--- config.mk ---
export PLATFORM = sky130hd
export DESIGN_NAME = fb_text_writer
export DESIGN_NICKNAME = d
export VERILOG_FILES = /design/src/rtl/fb_text_writer.sv
export SDC_FILE = /design/constraint.sdc
export NUM_CORES = 1
export LEC_CHECK = 0
export BUFFER_PORTS_ARGS = -buffer_cell sky130_fd_sc_hd__clkbuf_2
export CAP_MARGIN = 20
export CORE_MARGIN = 1
export CORE_UTILIZATION = 57
export DETAILED_ROUTE_END_ITERATION = 10
export PLACE_DENSITY = 0.84
export REMOVE_ABC_BUFFERS = 1
export SLEW_MARGIN = 10
export SYNTH_ARGS = -nofsm -noshare
export SYNTH_HDL_FRONTEND = slang
export SYNTH_SLANG_ARGS = --single-unit
export TNS_END_PERCENT = 5
--- constraint.sdc ---
create_clock -name i_Clk -period 2.9 [get_ports i_Clk]
set_input_delay 0.725 -clock i_Clk [delete_from_list [all_inputs] [get_ports i_Clk]]
set_output_delay 0.725 -clock i_Clk [all_outputs]
set_load 0.02 [all_outputs]
--- src/rtl/fb_text_writer.sv ---
// Text console renderer: draws 8x8 glyphs for a 16x8 character grid into a 1024-byte frame buffer.
// Handles newline, backspace, form feed, cursor wrap and row/screen clear.
module fb_text_writer #(
    parameter int unsigned CLEAR_ON_RESET = 1,
    parameter int unsigned INVERT         = 0
) (
    input  logic       i_Clk,
    input  logic       i_Rst_L,
    input  logic [7:0] i_Char,
    input  logic       i_Char_DV,
    output logic       o_Ready,
    output logic [9:0] o_Font_Addr,
    input  logic [7:0] i_Font_Byte,
    output logic [9:0] o_FB_Addr,
    output logic [7:0] o_FB_Data,
    output logic       o_FB_WE,
    output logic [3:0] o_Cursor_Col,
    output logic [2:0] o_Cursor_Row
);

    localparam int unsigned CNT_W = 11;
    localparam logic [7:0]  BLANK_BYTE = (INVERT != 0) ? 8'hFF : 8'h00;

    localparam logic [2:0] S_INIT   = 3'd0;
    localparam logic [2:0] S_IDLE   = 3'd1;
    localparam logic [2:0] S_GLYPH  = 3'd2;
    localparam logic [2:0] S_BLANK  = 3'd3;
    localparam logic [2:0] S_ROWCLR = 3'd4;
    localparam logic [2:0] S_SCRCLR = 3'd5;

    logic [2:0]       r_State, w_State_Nxt;
    logic [CNT_W-1:0] r_Cnt, w_Cnt_Nxt;
    logic [6:0]       r_Glyph, w_Glyph_Nxt;
    logic [3:0]       r_Col, w_Col_Nxt;
    logic [2:0]       r_Row, w_Row_Nxt;
    logic             r_Ready, w_Ready_Nxt;
    logic [9:0]       r_Font_Addr, w_Font_Addr_Nxt;
    logic             r_FB_WE, w_FB_WE_Nxt;
    logic [9:0]       r_FB_Addr, w_FB_Addr_Nxt;
    logic [7:0]       r_FB_Data, w_FB_Data_Nxt;
    logic             w_Accept;
    logic [2:0]       w_K;
    logic [7:0]       w_Glyph_Byte;

    assign w_Accept     = r_Ready & i_Char_DV;
    // Font byte returning this cycle belongs to the address issued two edges ago
    assign w_K          = r_Cnt[2:0] - 3'd1;
    assign w_Glyph_Byte = (INVERT != 0) ? ~i_Font_Byte : i_Font_Byte;

    always_comb begin
        w_State_Nxt     = r_State;
        w_Cnt_Nxt       = r_Cnt;
        w_Glyph_Nxt     = r_Glyph;
        w_Col_Nxt       = r_Col;
        w_Row_Nxt       = r_Row;
        w_Font_Addr_Nxt = r_Font_Addr;
        w_FB_WE_Nxt     = 1'b0;
        w_FB_Addr_Nxt   = r_FB_Addr;
        w_FB_Data_Nxt   = r_FB_Data;

        case (r_State)
            S_INIT: begin
                w_Cnt_Nxt   = CNT_W'(0);
                w_State_Nxt = (CLEAR_ON_RESET != 0) ? S_SCRCLR : S_IDLE;
            end
            S_IDLE: begin
                w_Cnt_Nxt = CNT_W'(0);
                if (w_Accept) begin
                    if ((i_Char >= 8'h20) && (i_Char <= 8'h7E)) begin
                        w_Glyph_Nxt     = i_Char[6:0];
                        w_Font_Addr_Nxt = {i_Char[6:0], 3'd0};
                        w_State_Nxt     = S_GLYPH;
                    end else if (i_Char[7]) begin
                        w_Glyph_Nxt     = 7'h3F;
                        w_Font_Addr_Nxt = {7'h3F, 3'd0};
                        w_State_Nxt     = S_GLYPH;
                    end else if ((i_Char == 8'h0A) || (i_Char == 8'h0D)) begin
                        w_Col_Nxt   = 4'd0;
                        w_Row_Nxt   = r_Row + 3'd1;
                        w_State_Nxt = S_ROWCLR;
                    end else if (i_Char == 8'h08) begin
                        if (r_Col != 4'd0) begin
                            w_Col_Nxt   = r_Col - 4'd1;
                            w_State_Nxt = S_BLANK;
                        end else if (r_Row != 3'd0) begin
                            w_Col_Nxt   = 4'd15;
                            w_Row_Nxt   = r_Row - 3'd1;
                            w_State_Nxt = S_BLANK;
                        end
                    end else if (i_Char == 8'h0C) begin
                        w_State_Nxt = S_SCRCLR;
                    end
                end
            end
            S_GLYPH: begin
                w_Cnt_Nxt = r_Cnt + CNT_W'(1);
                if ((r_Cnt >= CNT_W'(1)) && (r_Cnt <= CNT_W'(8))) begin
                    w_FB_WE_Nxt   = 1'b1;
                    w_FB_Addr_Nxt = {r_Row, r_Col, w_K};
                    w_FB_Data_Nxt = w_Glyph_Byte;
                end
                if (r_Cnt <= CNT_W'(6)) begin
                    w_Font_Addr_Nxt = {r_Glyph, r_Cnt[2:0] + 3'd1};
                end
                if (r_Cnt == CNT_W'(9)) begin
                    w_Cnt_Nxt = CNT_W'(0);
                    if (r_Col == 4'd15) begin
                        w_Col_Nxt   = 4'd0;
                        w_Row_Nxt   = r_Row + 3'd1;
                        w_State_Nxt = S_ROWCLR;
                    end else begin
                        w_Col_Nxt   = r_Col + 4'd1;
                        w_State_Nxt = S_IDLE;
                    end
                end
            end
            S_BLANK: begin
                w_Cnt_Nxt = r_Cnt + CNT_W'(1);
                if (r_Cnt < CNT_W'(8)) begin
                    w_FB_WE_Nxt   = 1'b1;
                    w_FB_Addr_Nxt = {r_Row, r_Col, r_Cnt[2:0]};
                    w_FB_Data_Nxt = BLANK_BYTE;
                end else begin
                    w_Cnt_Nxt   = CNT_W'(0);
                    w_State_Nxt = S_IDLE;
                end
            end
            S_ROWCLR: begin
                w_Cnt_Nxt = r_Cnt + CNT_W'(1);
                if (r_Cnt < CNT_W'(128)) begin
                    w_FB_WE_Nxt   = 1'b1;
                    w_FB_Addr_Nxt = {r_Row, r_Cnt[6:0]};
                    w_FB_Data_Nxt = BLANK_BYTE;
                end else begin
                    w_Cnt_Nxt   = CNT_W'(0);
                    w_State_Nxt = S_IDLE;
                end
            end
            S_SCRCLR: begin
                w_Cnt_Nxt = r_Cnt + CNT_W'(1);
                if (r_Cnt < CNT_W'(1024)) begin
                    w_FB_WE_Nxt   = 1'b1;
                    w_FB_Addr_Nxt = r_Cnt[9:0];
                    w_FB_Data_Nxt = BLANK_BYTE;
                end else begin
                    w_Cnt_Nxt   = CNT_W'(0);
                    w_Col_Nxt   = 4'd0;
                    w_Row_Nxt   = 3'd0;
                    w_State_Nxt = S_IDLE;
                end
            end
            default: begin
                w_Cnt_Nxt   = CNT_W'(0);
                w_State_Nxt = S_IDLE;
            end
        endcase

        // An accepted code always costs at least one not-ready cycle, even when ignored
        w_Ready_Nxt = (w_State_Nxt == S_IDLE) && !w_Accept;
    end

    always_ff @(posedge i_Clk or negedge i_Rst_L) begin
        if (!i_Rst_L) begin
            r_State     <= S_INIT;
            r_Cnt       <= CNT_W'(0);
            r_Glyph     <= 7'd0;
            r_Col       <= 4'd0;
            r_Row       <= 3'd0;
            r_Ready     <= 1'b0;
            r_Font_Addr <= 10'd0;
            r_FB_WE     <= 1'b0;
            r_FB_Addr   <= 10'd0;
            r_FB_Data   <= 8'd0;
        end else begin
            r_State     <= w_State_Nxt;
            r_Cnt       <= w_Cnt_Nxt;
            r_Glyph     <= w_Glyph_Nxt;
            r_Col       <= w_Col_Nxt;
            r_Row       <= w_Row_Nxt;
            r_Ready     <= w_Ready_Nxt;
            r_Font_Addr <= w_Font_Addr_Nxt;
            r_FB_WE     <= w_FB_WE_Nxt;
            r_FB_Addr   <= w_FB_Addr_Nxt;
            r_FB_Data   <= w_FB_Data_Nxt;
        end
    end

    assign o_Ready      = r_Ready;
    assign o_Font_Addr  = r_Font_Addr;
    assign o_FB_WE      = r_FB_WE;
    assign o_FB_Addr    = r_FB_Addr;
    assign o_FB_Data    = r_FB_Data;
    assign o_Cursor_Col = r_Col;
    assign o_Cursor_Row = r_Row;

endmodule

==> results.sh, run 1 <==
export IMPL_synthAdderAreaFrac=0.0371
export IMPL_antenna_found_initial=0
export IMPL_place_inst=452
export IMPL_drtPass1Iterations=4
export IMPL_skew_ns=0.00794
export IMPL_setup_viol=0
export IMPL_portBuffers=55
export IMPL_peakVddDrop_uv=598
export IMPL_coreArea_mm2=0.00561
export IMPL_whs_path_depth=1
export IMPL_postCtsSetupBuffers=0
export IMPL_viasPerCell=5.84
export IMPL_die_area_mm2=0.00623
export IMPL_overflow=0
export IMPL_die_x_um=78.9
export IMPL_postRouteAntennaNets=0
export IMPL_syn2layout_area_growth_pct=14.2
export IMPL_grt_pass1_wl_mm=12.5
export IMPL_crit_type="flop to flop"
export IMPL_grt_max_degree=59
export IMPL_ys_types=70
export IMPL_finalHoldViolCount=0
export IMPL_synth_top_family_by_area="simple AND/OR/NAND/NOR gates"
export IMPL_synth_edf_count=0
export IMPL_grt_usage=0.260
export IMPL_syn_inst=335
export IMPL_wl_mm=7.30
export IMPL_ios=56
export IMPL_fp_dieH_um=78.9
export IMPL_n_antenna_cell=0
export IMPL_p_per_area_mw_per_mm2=1070
export IMPL_gp_congestion=0.864
export IMPL_via_count=2734
export IMPL_relSlewSlack=0.383
export IMPL_p_leak_nw=1.80
export IMPL_start_util=0.602
export IMPL_layout_nets=420
export IMPL_cts_num_sinks=58
export IMPL_seq_area_frac_synth=0.430
export IMPL_final_cells=468
export IMPL_avgSynthCellArea_um2=10.1
export IMPL_insertion_delay_ns=0.34
export IMPL_holdWs_ns=0.490
export IMPL_grt_setup_unrepaired="false"
export IMPL_synthMuxAreaShare=0.111
export IMPL_dp_hpwl_mm=5.18
export IMPL_crit_arrival_ns=2.65
export IMPL_synthFlopType="dfrtp_1"
export IMPL_cts_resized=0
export IMPL_status="completed"
export IMPL_num_fill_cells=457
export IMPL_fin_setup_tns_ns=0
export IMPL_grt_pass1_vias=2636
export IMPL_htreeDepth=3
export IMPL_clk_pin_slew_ns=0.06
export IMPL_fmax_mhz=410
export IMPL_root_buffer="clkbuf_8"
export IMPL_rows=27
export IMPL_cp_end_kind="flop"
export IMPL_cp_required_ns=3.11
export IMPL_netlist_area_mm2=0.00337
export IMPL_fin_crit_ns=2.44
export IMPL_drive_gt1_frac=0.263
export IMPL_async_flop_share=1.00
export IMPL_hold_path_class="flop to flop"
export IMPL_ys_warnings_count=0
export IMPL_cts_path_max_buffers=2
export IMPL_ys_ff_latch=58
export IMPL_r2r_cells=5
export IMPL_rrSetupSlack_ns=0.46
export IMPL_drc=0
export IMPL_cp_start_kind="flop"
export IMPL_max_cap_viol_count=0
export IMPL_cts_tree="yes"
export IMPL_wl_per_cell_um=15.6
export IMPL_synth_compound_area_frac=0.161
export IMPL_numCtsBuffers=9
export IMPL_finalMaxSlewViolations=0
export IMPL_path_max_fanout=14
export IMPL_period_share=0.840
export IMPL_drt_iter0_drc=203
export IMPL_ctsHoldBuffers=0
export IMPL_worst_pin_slew_ns=0.924
export IMPL_synth_xor_area_frac=0.0286
export IMPL_synthSimpleGateAreaFrac=0.183
-- stage by stage --
stage	instance area (um^2)	worst slack (ns)	power (mW)	util
after floorplan	3280	0.570	2.86	-
after global placement	3690	0.398	3.43	0.658
after detailed placement	3690	0.332	3.50	0.658
after CTS	3850	0.479	4.14	0.687
after global routing	3850	0.281	4.41	0.687
final	3850	0.463	4.13	0.687
-- registers in the layout, indices dropped and copies added, names as in the netlist --
| name | cells |
|---|---|
| o_Ready | 1 |
| r_Glyph | 7 |
| o_FB_Addr | 10 |
| o_FB_Data | 8 |
| o_Cursor_Row | 3 |
| r_State | 3 |
| o_FB_WE | 1 |
| r_Cnt | 11 |
| o_Cursor_Col | 4 |
| o_Font_Addr | 10 |
-- layer usage --
metal / share of wire / track usage / up-vias
met5: 0 / 0 / -
met3: 0.054 / 0.0448 / 22
li1: - / - / 1303
met4: 0.027 / 0.124 / 0
met1: 0.48 / 0.368 / 1315
met2: 0.44 / 0.389 / 94
-- final cells by class --
cell class	instances	area (um^2)	area share
Clock buffer	13	149	0.0387
Clock inverter	3	15.0	0.00390
Inverter	21	78.8	0.0205
Multi-Input combinational cell	241	1750	0.455
Sequential cell	58	1450	0.377
Tap cell	72	90.1	0.0234
Timing Repair Buffer	60	313	0.0812
-- worst paths after layout --
path	startpoint	endpoint
setup / recovery	r_State[0]	o_Font_Addr[7]
hold / removal	o_Font_Addr[8]	o_Font_Addr[8]
setup reg to reg	r_State[0]	o_Font_Addr[7]
hold reg to reg	o_Font_Addr[8]	o_Font_Addr[8]
max in group asynchronous	i_Rst_L	o_Font_Addr[3]
min in group asynchronous	i_Rst_L	r_Glyph[2]
-- kinds of logic after synthesis --
family,Yosys count
and+or+nand+nor,120
AOI/OAI and AO/OA,66
DFF,58
buffers and inverters,36
xor gates and xnor gates,11
adders and majority gates,10
muxes,34
-- synth_stat cells, types with 3 or more instances --
master,instances,share of area
buf_2,10,0.015
dfrtp_1,58,0.43
nand3_1,12,0.018
nor2_1,32,0.036
nand4_1,4,0.0074
o211a_1,3,0.0089
ha_1,10,0.037
a21oi_1,10,0.015
nand2_1,35,0.039
nor2b_1,4,0.0074
o22a_1,6,0.016
mux2_2,13,0.043
and3_1,4,0.0074
xnor2_1,4,0.010
o211ai_1,4,0.0089
mux2i_1,11,0.033
nor3_1,5,0.0074
mux2_1,9,0.030
inv_1,21,0.023
o21ai_0,9,0.013
xor2_1,7,0.018
-- worst max-delay path: stages (launching register included) --
cell      delay (ns)
dfrtp_1         0.61
nand4b_1        0.26
nor2_2          0.24
a21boi_4        0.34
o21bai_1        0.47
mux2_1          0.39
-- power breakdown --
part	internal (mW)	switching, mW
Combinational	0.891	1.17
Sequential	1.12	0.304
Clock	0.330	0.310
-- cells in the final DEF, fill, tap and decap left out, types with 4 or more instances in the layout --
master,count
inv_1,21
nand3_1,12
and3_1,4
o22a_1,6
ha_1,10
nor3_1,5
dfrtp_1,58
buf_4,5
o211ai_1,4
xor2_1,7
a21oi_1,10
nor2b_1,4
nor2_1,32
clkbuf_8,10
nand4_1,4
clkbuf_2,55
mux2_1,9
mux2_2,13
mux2i_1,11
xnor2_1,4
nand2_1,35
o21ai_0,9
Power figures use the tool's default switching activity.
==> run 2: changes to the inputs <==
--- a/config.mk
+++ b/config.mk
@@ -5,6 +5,7 @@
 export SDC_FILE = /design/constraint.sdc
 export NUM_CORES = 1
 export LEC_CHECK = 0
+export ABC_AREA = 1
 export BUFFER_PORTS_ARGS = -buffer_cell sky130_fd_sc_hd__clkbuf_2
 export CAP_MARGIN = 20
 export CORE_MARGIN = 1
==> constraint.sdc (replaced) <==
create_clock -name i_Clk -period 2.46 [get_ports i_Clk]
set_input_delay 0.615 -clock i_Clk [delete_from_list [all_inputs] [get_ports i_Clk]]
set_output_delay 0.615 -clock i_Clk [all_outputs]
set_load 0.02 [all_outputs]
==> run 2 against run 1 <==
Combinational power increased by 23%. Worst hold slack got worse by 0.22 ns. Total power increased by 25%. Fmax increased by 29%. Largest power group unchanged.
==> results.sh, run 2 <==
export IMPL_largest_register="r_Cnt"
export IMPL_peakVddDrop_uv=714
export IMPL_synthMuxAreaShare=0
export IMPL_grt_usage=0.272
export IMPL_p_total_mw=5.15
export IMPL_drive_gt1_frac=0.186
export IMPL_rows=27
export IMPL_cp_start_kind="flop"
export IMPL_final_cell_mix="145 x nand2_1, 58 x dfrtp_1, 56 x nand3_1"
export IMPL_viasPerCell=5.34
export IMPL_yosys_area_top_type="dfrtp_1"
export IMPL_yosysTopAreaCellShare=0.428
export IMPL_overflow=0
export IMPL_clk_pin_slew_ns=0.07
export IMPL_ios=56
export IMPL_finalHoldViolCount=0
export IMPL_seq_area_frac_synth=0.428
export IMPL_ys_types=31
export IMPL_cts_num_sinks=58
export IMPL_wl_mm=7.69
export IMPL_grt_setup_unrepaired="false"
export IMPL_p_leak_nw=2.20
export IMPL_cp_required_ns=2.68
export IMPL_die_x_um=79.2
export IMPL_async_flop_share=1.00
export IMPL_finalMaxSlewViolations=0
export IMPL_drtPass1Iterations=4
export IMPL_status="completed"
export IMPL_die_area_mm2=0.00627
export IMPL_gp_congestion=0.960
export IMPL_grt_max_degree=59
export IMPL_synth_top_cells_by_area="dfrtp_1 43%, nand2_1 16%, nand3_1 8.3%, inv_1 5.4%, nor2_1 5.3%"
export IMPL_dp_hpwl_mm=5.62
export IMPL_yosysMostFrequentCell="nand2_1"
export IMPL_synth_top_family_by_area="simple AND/OR/NAND/NOR gates"
export IMPL_cts_resized=0
export IMPL_ys_ff_latch=58
export IMPL_worst_pin_slew_ns=0.488
export IMPL_n_antenna_cell=0
export IMPL_cts_path_max_buffers=2
export IMPL_period_share=0.766
export IMPL_layout_nets=552
export IMPL_hold_path_class="input pin to async pin"
export IMPL_root_buffer="clkbuf_8"
export IMPL_synth_edf_count=0
export IMPL_fp_dieH_um=79.2
export IMPL_synth_compound_area_frac=0.0726
export IMPL_numCtsBuffers=9
export IMPL_cp_end_kind="flop"
export IMPL_htreeDepth=3
export IMPL_place_inst=584
export IMPL_p_per_area_mw_per_mm2=1300
export IMPL_final_common_cell="nand2_1"
export IMPL_fmax_mhz=530
export IMPL_grt_pass1_vias=2947
export IMPL_path_max_fanout=11
export IMPL_largest_reg_flops=11
export IMPL_cts_tree="yes"
export IMPL_crit_type="flop to flop"
export IMPL_pre_cts_ws_ns=0.419
export IMPL_fin_setup_tns_ns=0
export IMPL_antenna_found_initial=0
export IMPL_insertion_delay_ns=0.34
export IMPL_final_cells=600
export IMPL_postRouteAntennaNets=0
export IMPL_synthFlopType="dfrtp_1"
export IMPL_avgSynthCellArea_um2=7.32
export IMPL_synth_common_cells="145 x nand2_1, 58 x dfrtp_1, 56 x nand3_1"
export IMPL_portBuffers=55
export IMPL_grt_pass1_wl_mm=13.1
export IMPL_relSlewSlack=0.674
export IMPL_worst_slack_ns=0.575
export IMPL_postCtsSetupBuffers=0
export IMPL_synth_xor_area_frac=0.0232
export IMPL_synthAdderAreaFrac=0.0369
export IMPL_start_util=0.605
export IMPL_max_cap_viol_count=0
export IMPL_coreArea_mm2=0.00561
export IMPL_ys_warnings_count=0
export IMPL_syn_inst=464
export IMPL_synthSimpleGateAreaFrac=0.360
export IMPL_skew_ns=0.00826
export IMPL_crit_arrival_ns=2.11
export IMPL_ctsHoldBuffers=0
export IMPL_setup_viol=0
export IMPL_wl_per_cell_um=12.8
export IMPL_drt_iter0_drc=171
export IMPL_drc=0
export IMPL_netlist_area_mm2=0.00339
export IMPL_syn2layout_area_growth_pct=16.6
export IMPL_via_count=3205
export IMPL_fin_crit_ns=1.89
export IMPL_holdWs_ns=0.269
[run 2: per-stage QoR]
step                instance area, um^2  utilization
floorplan                          3350            -
global placement                   3730        0.666
detailed placement                 3730        0.666
CTS                                3960        0.706
global route                       3960        0.706
finish                             3960        0.706
[run 2: critical path, stage by stage (launching register included)]
cell	delay, ns
dfrtp_1	0.43
nor2_1	0.22
nand4_1	0.32
inv_2	0.19
nand2_2	0.14
nand2_2	0.22
inv_2	0.12
nand2_1	0.08
nand2_1	0.05
[run 2: worst paths after layout]
| path | start | endpoint | slack [ns] | cells after the start |
|---|---|---|---|---|
| setup / recovery | r_State[2] | o_Font_Addr[7] | 0.57 | 8 |
| setup reg to reg | r_State[2] | o_Font_Addr[7] | 0.57 | 8 |
| hold reg to reg | o_Font_Addr[9] | o_Font_Addr[9] | 0.48 | 2 |
| max in group asynchronous | i_Rst_L | r_Cnt[4] | 1.93 | 2 |
| hold / removal | i_Rst_L | o_Font_Addr[4] | 0.27 | 2 |
| min in group i_Clk | o_Font_Addr[9] | o_Font_Addr[9] | 0.48 | 2 |
[run 2: layout make-up]
| type | count | area, um^2 |
|---|---|---|
| clock buffers | 10 | 138 |
| flip-flops and latches | 58 | 1450 |
| fillers | 468 | 1650 |
| well taps | 72 | 90.1 |
| repair buffers | 56 | 295 |
| inverters | 59 | 221 |
| multi-input cells | 339 | 1670 |
| clock inverters | 6 | 88.8 |
[run 2: logic make-up after synthesis]
family | after synthesis
buffers and inverters | 67
flip-flops | 58
AND/OR/NAND/NOR | 277
AO/OA/AOI/OAI | 43
XOR/XNOR | 9
adder cells (fa/ha/maj) | 10
[run 2: power by group]
| group | internal (mW) | leakage (nW) | switching [mW] |
|---|---|---|---|
| logic | 0.825 | 1.36 | 1.72 |
| clock network | 0.599 | 0.109 | 0.402 |
| registers | 1.31 | 0.731 | 0.301 |
[run 2: metal layers]
layer  GRT usage  vias up  part of all wire
met3      0.0425       17             0.037
met2       0.434       74              0.47
li1            -     1598                 -
met4       0.122        0             0.022
met5           0        -                 0
met1       0.366     1516              0.48
